`config.mk`:
```
export PLATFORM = sky130hd
export DESIGN_NAME = sdram_init_refresh
export DESIGN_NICKNAME = d
export VERILOG_FILES = /design/src/rtl/sdram_pkg.sv /design/src/rtl/sdram_ref_timer.sv /design/src/rtl/sdram_init_refresh.sv
export SDC_FILE = /design/constraint.sdc
export NUM_CORES = 1
export LEC_CHECK = 0
export CAP_MARGIN = 20
export CELL_PAD_IN_SITES_DETAIL_PLACEMENT = 0
export CELL_PAD_IN_SITES_GLOBAL_PLACEMENT = 1
export CORE_UTILIZATION = 49
export CTS_BUF_LIST = sky130_fd_sc_hd__clkbuf_8
export CTS_CLUSTER_DIAMETER = 30
export CTS_CLUSTER_SIZE = 10
export DETAILED_ROUTE_END_ITERATION = 16
export PLACE_DENSITY = 0.86
export SLEW_MARGIN = 20
export SYNTH_ARGS = -nofsm -noshare
export SYNTH_HDL_FRONTEND = slang
export SYNTH_HIERARCHICAL = 1
export SYNTH_SLANG_ARGS = --single-unit
```
`constraint.sdc`:
```
create_clock -name clk -period 3.5 [get_ports clk]
set_input_delay 0.7 -clock clk [delete_from_list [all_inputs] [get_ports clk]]
set_output_delay 0.7 -clock clk [all_outputs]
set_load 0.005 [all_outputs]
```
`src/rtl/sdram_pkg.sv`:
```
// Shared SDRAM command encodings, mode-register fields and the init/refresh FSM states.
package sdram_pkg;

  // Command bus encoding {RASn, CASn, WEn}
  localparam logic [2:0] CMD_NOP = 3'b111;
  localparam logic [2:0] CMD_PRE = 3'b010;
  localparam logic [2:0] CMD_REF = 3'b001;
  localparam logic [2:0] CMD_LMR = 3'b000;
  localparam logic [2:0] CMD_ACT = 3'b011;
  localparam logic [2:0] CMD_RD  = 3'b101;
  localparam logic [2:0] CMD_WR  = 3'b100;

  localparam logic [2:0] MODE_CL2    = 3'd2;
  localparam logic       MODE_BT_SEQ = 1'b0;
  localparam logic [2:0] MODE_BL1    = 3'd0;

  localparam logic [10:0] MODE_REG_DEFAULT = {4'b0000, MODE_CL2, MODE_BT_SEQ, MODE_BL1};

  // A10 high on PRECHARGE selects all banks
  localparam logic [10:0] A_ALL_BANKS = 11'h400;

  typedef enum logic [3:0] {
    StInitWait,
    StPre,
    StWaitRp,
    StIref,
    StWaitIrfc,
    StLmr,
    StWaitMrd,
    StIdle,
    StReq,
    StRef,
    StWaitRfc
  } sdram_state_e;

endpackage

```
`src/rtl/sdram_ref_timer.sv`:
```
// Refresh interval down-counter with pending flag (or debt counter when SDRAM_REF_DEBT_EN
// is defined) and sticky overrun.
module sdram_ref_timer
  import sdram_pkg::*;
#(
  parameter int unsigned REF_INTERVAL = 390
) (
  input  logic clk,
  input  logic resetn,
  input  logic start,
  input  logic consume,
  output logic pending,
  output logic overrun
);

  localparam int unsigned TW = ($clog2(REF_INTERVAL) < 1) ? 1 : $clog2(REF_INTERVAL);
  localparam logic [TW-1:0] RELOAD = TW'(REF_INTERVAL - 1);

  logic          run_q;
  logic [TW-1:0] tmr_q;
  logic          expire;
  logic          overrun_d;

  assign expire = run_q && (tmr_q == '0);

  // Free-running once started so cadence does not depend on grant latency
  always_ff @(posedge clk) begin
    if (!resetn) begin
      run_q <= 1'b0;
      tmr_q <= '0;
    end else if (start) begin
      run_q <= 1'b1;
      tmr_q <= RELOAD;
    end else if (run_q) begin
      tmr_q <= expire ? RELOAD : tmr_q - 1'b1;
    end
  end

`ifdef SDRAM_REF_DEBT_EN
  logic [2:0] debt_q, debt_d;

  always_comb begin
    debt_d    = debt_q;
    overrun_d = overrun;
    if (expire && !consume) begin
      if (debt_q == 3'd7) overrun_d = 1'b1;
      else                debt_d    = debt_q + 3'd1;
    end else if (!expire && consume && (debt_q != 3'd0)) begin
      debt_d = debt_q - 3'd1;
    end
  end

  always_ff @(posedge clk) begin
    if (!resetn) begin
      debt_q  <= 3'd0;
      overrun <= 1'b0;
    end else begin
      debt_q  <= debt_d;
      overrun <= overrun_d;
    end
  end

  assign pending = (debt_q != 3'd0);
`else
  logic pend_q, pend_d;

  // A refresh being issued on the expiry edge absorbs the old request, so no overrun then
  always_comb begin
    pend_d    = pend_q;
    overrun_d = overrun;
    if (expire) begin
      pend_d = 1'b1;
      if (pend_q && !consume) overrun_d = 1'b1;
    end else if (consume) begin
      pend_d = 1'b0;
    end
  end

  always_ff @(posedge clk) begin
    if (!resetn) begin
      pend_q  <= 1'b0;
      overrun <= 1'b0;
    end else begin
      pend_q  <= pend_d;
      overrun <= overrun_d;
    end
  end

  assign pending = pend_q;
`endif

endmodule

```
`src/rtl/sdram_init_refresh.sv`:
```
// SDRAM power-up initialiser and auto-refresh scheduler; owns the command bus during init and
// refresh. Optional SDRAM_REF_DEBT_EN batches missed refreshes into one grant.
module sdram_init_refresh
  import sdram_pkg::*;
#(
  parameter int unsigned  T_INIT         = 2500,
  parameter int unsigned  T_RP           = 2,
  parameter int unsigned  T_RFC          = 3,
  parameter int unsigned  T_MRD          = 2,
  parameter int unsigned  INIT_REFRESHES = 2,
  parameter int unsigned  REF_INTERVAL   = 390,
  parameter logic [10:0]  MODE_REG       = MODE_REG_DEFAULT
) (
  input  logic        clk,
  input  logic        resetn,
  input  logic        ref_gnt,
  output logic        ref_req,
  output logic        ref_done,
  output logic        ready,
  output logic        bus_own,
  output logic        ref_overrun,
  output logic [2:0]  sdram_cmd,
  output logic [10:0] sdram_a,
  output logic        sdram_ba
);

  // Wait states last T_x-1 cycles, so T_RP, T_RFC and T_MRD must be at least 2
  localparam logic [15:0] INIT_LAST = 16'(T_INIT - 1);
  localparam logic [15:0] RP_LAST   = 16'(T_RP - 2);
  localparam logic [15:0] RFC_LAST  = 16'(T_RFC - 2);
  localparam logic [15:0] MRD_LAST  = 16'(T_MRD - 2);
  localparam logic [7:0]  NUM_IREF  = 8'(INIT_REFRESHES);

  sdram_state_e state_q, state_d;
  logic [15:0]  cnt_q, cnt_d;
  logic [7:0]   iref_q, iref_d;

  logic [2:0]   cmd_d;
  logic [10:0]  a_d;
  logic         ba_d;
  logic         ready_d;
  logic         bus_own_d;
  logic         ref_req_d;
  logic         ref_done_d;

  logic         timer_start;
  logic         consume;
  logic         pending;

  sdram_ref_timer #(
    .REF_INTERVAL (REF_INTERVAL)
  ) u_timer (
    .clk     (clk),
    .resetn  (resetn),
    .start   (timer_start),
    .consume (consume),
    .pending (pending),
    .overrun (ref_overrun)
  );

  always_comb begin
    state_d = state_q;
    cnt_d   = cnt_q;
    iref_d  = iref_q;

    unique case (state_q)
      StInitWait: begin
        if (cnt_q == INIT_LAST) begin
          state_d = StPre;
          cnt_d   = '0;
        end else begin
          cnt_d = cnt_q + 16'd1;
        end
      end
      StPre: begin
        state_d = StWaitRp;
        cnt_d   = '0;
      end
      StWaitRp: begin
        if (cnt_q == RP_LAST) begin
          state_d = StIref;
          iref_d  = 8'd1;
        end else begin
          cnt_d = cnt_q + 16'd1;
        end
      end
      StIref: begin
        state_d = StWaitIrfc;
        cnt_d   = '0;
      end
      StWaitIrfc: begin
        if (cnt_q == RFC_LAST) begin
          if (iref_q >= NUM_IREF) begin
            state_d = StLmr;
          end else begin
            state_d = StIref;
            iref_d  = iref_q + 8'd1;
          end
        end else begin
          cnt_d = cnt_q + 16'd1;
        end
      end
      StLmr: begin
        state_d = StWaitMrd;
        cnt_d   = '0;
      end
      StWaitMrd: begin
        if (cnt_q == MRD_LAST) state_d = StIdle;
        else                   cnt_d   = cnt_q + 16'd1;
      end
      StIdle: begin
        if (pending) state_d = StReq;
      end
      StReq: begin
        if (ref_gnt) state_d = StRef;
      end
      StRef: begin
        state_d = StWaitRfc;
        cnt_d   = '0;
      end
      StWaitRfc: begin
        if (cnt_q == RFC_LAST) begin
`ifdef SDRAM_REF_DEBT_EN
          state_d = pending ? StRef : StIdle;
`else
          state_d = StIdle;
`endif
        end else begin
          cnt_d = cnt_q + 16'd1;
        end
      end
      default: state_d = StInitWait;
    endcase

    // Outputs are decoded from the next state so they register alongside it
    cmd_d      = CMD_NOP;
    a_d        = '0;
    ba_d       = 1'b0;
    bus_own_d  = 1'b1;
    ref_req_d  = 1'b0;
    ready_d    = ready | (state_d == StIdle);
    ref_done_d = (state_q == StWaitRfc) && (state_d == StIdle);

    case (state_d)
      StPre: begin
        cmd_d = CMD_PRE;
        a_d   = A_ALL_BANKS;
      end
      StIref, StRef: cmd_d = CMD_REF;
      StLmr: begin
        cmd_d = CMD_LMR;
        a_d   = MODE_REG;
      end
      StIdle: bus_own_d = 1'b0;
      StReq: begin
        bus_own_d = 1'b0;
        ref_req_d = 1'b1;
      end
      default: ;
    endcase

    timer_start = (state_q == StWaitMrd) && (state_d == StIdle);
    consume     = (state_d == StRef);
  end

  always_ff @(posedge clk) begin
    if (!resetn) begin
      state_q   <= StInitWait;
      cnt_q     <= '0;
      iref_q    <= '0;
      sdram_cmd <= CMD_NOP;
      sdram_a   <= '0;
      sdram_ba  <= 1'b0;
      ready     <= 1'b0;
      bus_own   <= 1'b1;
      ref_req   <= 1'b0;
      ref_done  <= 1'b0;
    end else begin
      state_q   <= state_d;
      cnt_q     <= cnt_d;
      iref_q    <= iref_d;
      sdram_cmd <= cmd_d;
      sdram_a   <= a_d;
      sdram_ba  <= ba_d;
      ready     <= ready_d;
      bus_own   <= bus_own_d;
      ref_req   <= ref_req_d;
      ref_done  <= ref_done_d;
    end
  end

endmodule

```
==> qor.csv, run 1 <==
metric,value,unit
cts_max_level,2,
fin_crit_sh,0.6790,
grt_usage,0.1950,
hpwl,3.638,mm
clock-skew-final,7.056,ps
portBuffers,12,
synthArstFlopShare,0,
leakagePower,1.079,nW
startpoint_type,flop,
drt_iter0_markers,109,
gp_congestion,0.8251,
die_w,75.37,um
dpl.cell_count,376,
grt-ovfl-total,0,
final_area,2856,um2
fin_cells,383,
cp_cell_sequence,nand2b_1 -> nor3_1 -> nand4_1 -> nor3_1 -> inv_1 -> o311ai_4 -> a211oi_1,
synth_cell_types,61,
core,5140,um2
dr.pass1.iters,4,
vdd_drop_max,0.0001588,V
rrSetupSlack,1120,ps
n_antenna_cell,0,
viasPerCell,5.475,
cts_setup_buffers,0,
netlist.area_leader.share,0.3719,
layout-drive-gt1-share,0.08626,
final_antenna_net_count,0,
cts_sinks,49,
rsz0062_at_grt,false,
area_growth,8.302,%
total_power,0.9319,mW
die_h,75.37,um
ys_seq_area_frac,0.3719,
antenna_found_initial,0,
vias,2097,
syn_inst,305,
status,"finished, final reports clean",
cpMostUsedCell,nor3_1,
drt-total-wl,5.007,mm
powerDensity,326.2,nW/um2
setup_viol,0,
ys.flop_type,dfxtp_1,
ys_ff_latch,49,
fmaxAchievable,0.4208,GHz
critPathRequiredTime,3670,ps
grt_max_degree,20,
ctsHoldBuffers,0,
tightest_slew,952.1,ps
critPathKind,reg2reg,
critPathMaxFanout,12,
hp-class,reg2reg,
cp-end-kind,flop,
dieArea,5680,um2
synth_edf_count,0,
netlist_top_cells_area,"dfxtp_1 (37%), nor2_1 (4.4%), xor2_1 (4.0%)",
grt_pass1_vias,1821,
syn_area,2638,um2
max_stage_delay,750,ps
holdWs,467.2,ps
clock_latency,300,ps
final-max-slew-violation-count,0,
period_minus_slack,2377,ps
initial_core_util,0.5131,
synth_warnings,6,
grt_pass1_wl,8.418,mm
rows,26,
clockBufferDepth,2,
critPathSlowestCell,nor3_1,
cts_made_buffers,5,
layout.nets,323,
final_hold_viol_count,0,
drc,0,
synth_largest_area_cell,dfxtp_1,
avgSynthCellArea,8.648,um2
slew_headroom,0.3604,
arrival,2550,ps
maxCapViolCount,0,
post_cts_resized,0,
clk_pin_slew,80,ps
cts_root_buffer,clkbuf_8,
cts_tree,built,
io_pins,23,
tns,0,ps
wl_per_cell,13.07,um
place_area,2770,um2
==> Yosys cell counts, types with 3 or more instances <==
master,number
dfxtp_1,49
nor2_1,31
nand2_1,23
nand3_1,13
xor2_1,12
and2_1,11
nor3_1,11
buf_4,10
inv_1,10
a21oi_1,9
clkbuf_1,9
nand4_1,8
o21ai_0,8
ha_1,7
or3_1,7
nand2b_1,6
o21a_1,6
and3_1,5
nor3b_1,5
nor4_1,5
a211oi_1,4
nor2b_1,4
buf_2,3
o311a_1,3
xnor2_1,3
==> final timing paths <==
check                           depth (start not counted)  startpoint               end
worst min register to register                          1   iref_q[7]         iref_q[7]
worst max register to register                          7  state_q[1]  u_timer/tmr_q[1]
worst max-delay path                                    7  state_q[1]  u_timer/tmr_q[1]
worst min-delay path                                    1   iref_q[7]         iref_q[7]
==> report_power, final <==
part | total (mW) | internal (mW) | leakage, nW | switching (mW)
clock | 0.329 | 0.154 | 0.0485 | 0.175
sequential | 0.563 | 0.560 | 0.395 | 0.00360
combinational | 0.0389 | 0.0149 | 0.635 | 0.0240
==> worst max-delay path, delay by kind of cell (launching register included) <==
family / cells / cell delay (ps)
buffers and inverters: 1 / 200
flip-flops: 1 / 550
AND/OR/NAND/NOR: 4 / 1240
AO/OA/AOI/OAI: 2 / 250
==> metrics by stage <==
stage	util	worst slack (ps)
CTS	0.5557	1167
detailed placement	0.5389	1119
floorplan	-	1514
finish	0.5557	1123
global placement	0.5389	1155
global route	0.5557	935.9
==> cell usage in the layout (no fill, tap or decap), types with 6 or more instances in the layout <==
cell type and n:
nand4_1 8, xor2_1 12, or3_1 7, a21oi_1 9
nand2_1 23, o21a_1 6, o21ai_0 8, clkdlybuf4s50_1 12
and2_1 11, nand3_1 13, conb_1 10, ha_1 7
nor3_1 11, inv_1 11, clkbuf_8 6, nor2_1 31
nand2b_1 6, dfxtp_1 49
==> cells by family after synthesis <==
group / Yosys count / share of synthesized area
flip-flops: 49 / 0.3719
adder cells (fa/ha/maj): 7 / 0.03321
AO/OA/AOI/OAI: 47 / 0.1333
AND/OR/NAND/NOR: 154 / 0.3491
other: 1 / 0.001422
XOR/XNOR: 15 / 0.04981
buffers and inverters: 32 / 0.06119
==> routing by layer <==
layer  GRT usage  routed length [um]  vias to the layer above
li1            -                   -                     1085
met3     0.03968                 150                       11
met4     0.07613                 105                        0
met5           0                   0                        -
met1      0.2654                2495                      970
met2      0.3046                2256                       31
==> cell type report <==
type | instances | area (um2)
Fill cell | 521 | 2283
Clock buffer | 6 | 82.58
Inverter | 10 | 37.54
Clock inverter | 1 | 3.754
Timing Repair Buffer | 14 | 135.1
Sequential cell | 49 | 980.9
Multi-Input combinational cell | 233 | 1529
Tap cell | 70 | 87.58
==> flip-flops by register name (all words and copies together), names as in the netlist <==
name / flops
bus_own: 1
cnt_q: 16
iref_q: 8
ready: 1
ref_done: 1
ref_req: 1
sdram_a: 2
sdram_cmd: 3
state_q: 4
u_timer/overrun: 1
u_timer/pending: 1
u_timer/run_q: 1
u_timer/tmr_q: 9
(Power assumes the default switching activity.)
==> run 2: changes to the inputs <==
CORE_UTILIZATION = 41   (was 49)
PLACE_DENSITY = 0.77   (was 0.86)
clock period = 2 ns   (was 3.5 ns; I/O delays follow)
==> qor.csv, run 2 (same netlist as run 1, synthesis figures left out) <==
metric,value,unit
status,finished with violations,
failed_checks,setup timing,
maxCapViolCount,0,
total_power,1.741,mW
cts_tree,built,
grt_pass1_wl,9.563,mm
layout-drive-gt1-share,0.2946,
setup_viol,6,
rsz0062_at_grt,true,
worst_slack,-75.76,ps
grt_pass1_vias,2082,
hpwl,4.155,mm
final_cell_mix,"buf_4 (50), dfxtp_1 (45), nor2_1 (30)",
regMostFlops,cnt_q,
final-max-slew-violation-count,0,
layout_commonest_cell,buf_4,
viasPerCell,5.254,
drt_iter0_markers,101,
cts_max_level,2,
arrival,2280,ps
swShare,0.2271,
fill_cells,570,
die_w,82.21,um
n_antenna_cell,0,
pre_cts_ws,-41.03,ps
clock-skew-final,10.16,ps
core,6061,um2
dr.pass1.iters,4,
final_antenna_net_count,0,
fmaxAchievable,0.4818,GHz
r2r-end,bus_own,
grt_max_degree,24,
hold_depth,1,
vdd_drop_max,0.0003434,V
wl_per_cell,13.57,um
die_h,82.21,um
portBuffers,12,
rows,28,
antenna_found_initial,0,
cp-end-kind,flop,
tns,-316.2,ps
critPathRequiredTime,2200,ps
grt_usage,0.1859,
layout.nets,379,
grt-ovfl-total,0,
vias,2338,
top_regs,"cnt_q (16), u_timer/tmr_q (9), iref_q (8)",
critPathMaxFanout,5,
initial_core_util,0.4352,
clock_latency,310,ps
hp-class,reg2reg,
cts_root_buffer,clkbuf_8,
power_switching,0.3953,mW
leakagePower,1.439,nW
pwr-share-seq,0.566,
p_comb_frac,0.063,
largest_reg_flops,16,
dieArea,6758,um2
io_pins,23,
area_growth,31.97,%
clk_pin_slew,90,ps
intPower,1.345,mW
rr_startpoint,cnt_q[13],
drt-total-wl,6.040,mm
rrSetupSlack,-80,ps
cts_sinks,49,
final_hold_viol_count,0,
fin_crit_sh,1.038,
cts_made_buffers,5,
critPathKind,reg2reg,
drc,0,
startpoint_type,flop,
min_from,iref_q[6],
ctsHoldBuffers,0,
powerDensity,500.0,nW/um2
reg2regPathDepth,9,
utilization,0.5743,
gp_congestion,0.8481,
clock_power_share,0.371,
period_minus_slack,2076,ps
worstHoldEndpoint,iref_q[6],
clockBufferDepth,2,
==> run 2: cell count changes in the layout (fill, tap and decap cells not counted), moves of 3 or more <==
cell | previous run | this run
nand2_2 | 0 | 3
buf_12 | 0 | 4
nor3_1 | 11 | 8
buf_6 | 0 | 3
nand2_1 | 23 | 19
dfxtp_1 | 49 | 45
o21ai_0 | 8 | 5
buf_4 | 2 | 50
dfxtp_2 | 0 | 4
==> run 2: worst max path at each step <==
stage                               to  cells past startpoint  slack [ps]       from
after floorplan           sdram_cmd[0]                      7          10   cnt_q[0]
after global placement    sdram_cmd[0]                      6          -5  cnt_q[14]
after detailed placement  sdram_cmd[1]                      9         -40   cnt_q[1]
after CTS                    iref_q[0]                      7         -50  cnt_q[13]
after global routing         iref_q[0]                      7        -210  cnt_q[14]
final                          bus_own                      9         -80  cnt_q[13]
==> run 2: per-stage QoR <==
step | instance area, um2 | hold slack, ps | std cells
6_report | 3481 | 467.2 | 445
5_1_grt | 3481 | 482.3 | 445
4_1_cts | 3282 | 472.3 | 434
3_5_place_dp | 3127 | 451.0 | 421
3_3_place_gp | 3127 | 444.7 | 421
2_1_floorplan | 2671 | 430.7 | 314
==> run 2: power groups by stage <==
| stage | clock (mW) | combinational [mW] | sequential [mW] |
|---|---|---|---|
| 2_1_floorplan | 0 | 0.0618 | 1.01 |
| 3_3_place_gp | 0 | 0.0923 | 1.01 |
| 3_5_place_dp | 0 | 0.0927 | 1.01 |
| 4_1_cts | 0.661 | 0.101 | 0.986 |
| 5_1_grt | 0.701 | 0.120 | 0.987 |
| 6_report | 0.645 | 0.110 | 0.986 |
==> run 2: final cells by class <==
type / count / area [um2] / share of cell area
clock inverter: 1 / 5.005 / 0.001438
clock buffer: 7 / 96.34 / 0.02768
inverter: 10 / 37.54 / 0.01078
timing repair buffer: 70 / 634.4 / 0.1822
tap: 75 / 93.84 / 0.02696
multi-input combinational: 233 / 1628 / 0.4676
sequential: 49 / 985.9 / 0.2832
==> run 2: per-layer routing <==
| layer | GRT usage | up-vias | share of wire |
|---|---|---|---|
| li1 | - | 1194 | - |
| met1 | 0.2428 | 1096 | 0.48 |
| met2 | 0.3058 | 40 | 0.48 |
| met3 | 0.03956 | 8 | 0.027 |
| met4 | 0.05439 | 0 | 0.014 |
| met5 | 0 | - | 0 |
==> run 2: worst max-delay path: stages (launching register included) <==
cell     delay [ps]
dfxtp_2         350
nor4_4          390
buf_4           190
and4_4          220
buf_4           120
o21ai_1          60
o21ai_2         250
buf_4           160
and3_4          180
o21ai_1          60
==> run 2: timing repair <==
item / 4_1_cts / 5_1_grt
buffers inserted: 5 / 9
gates resized for setup: 8 / 29
cloned: 0 / 2
setup endpoints to repair: 7 / 41
pin swaps: 6 / 16
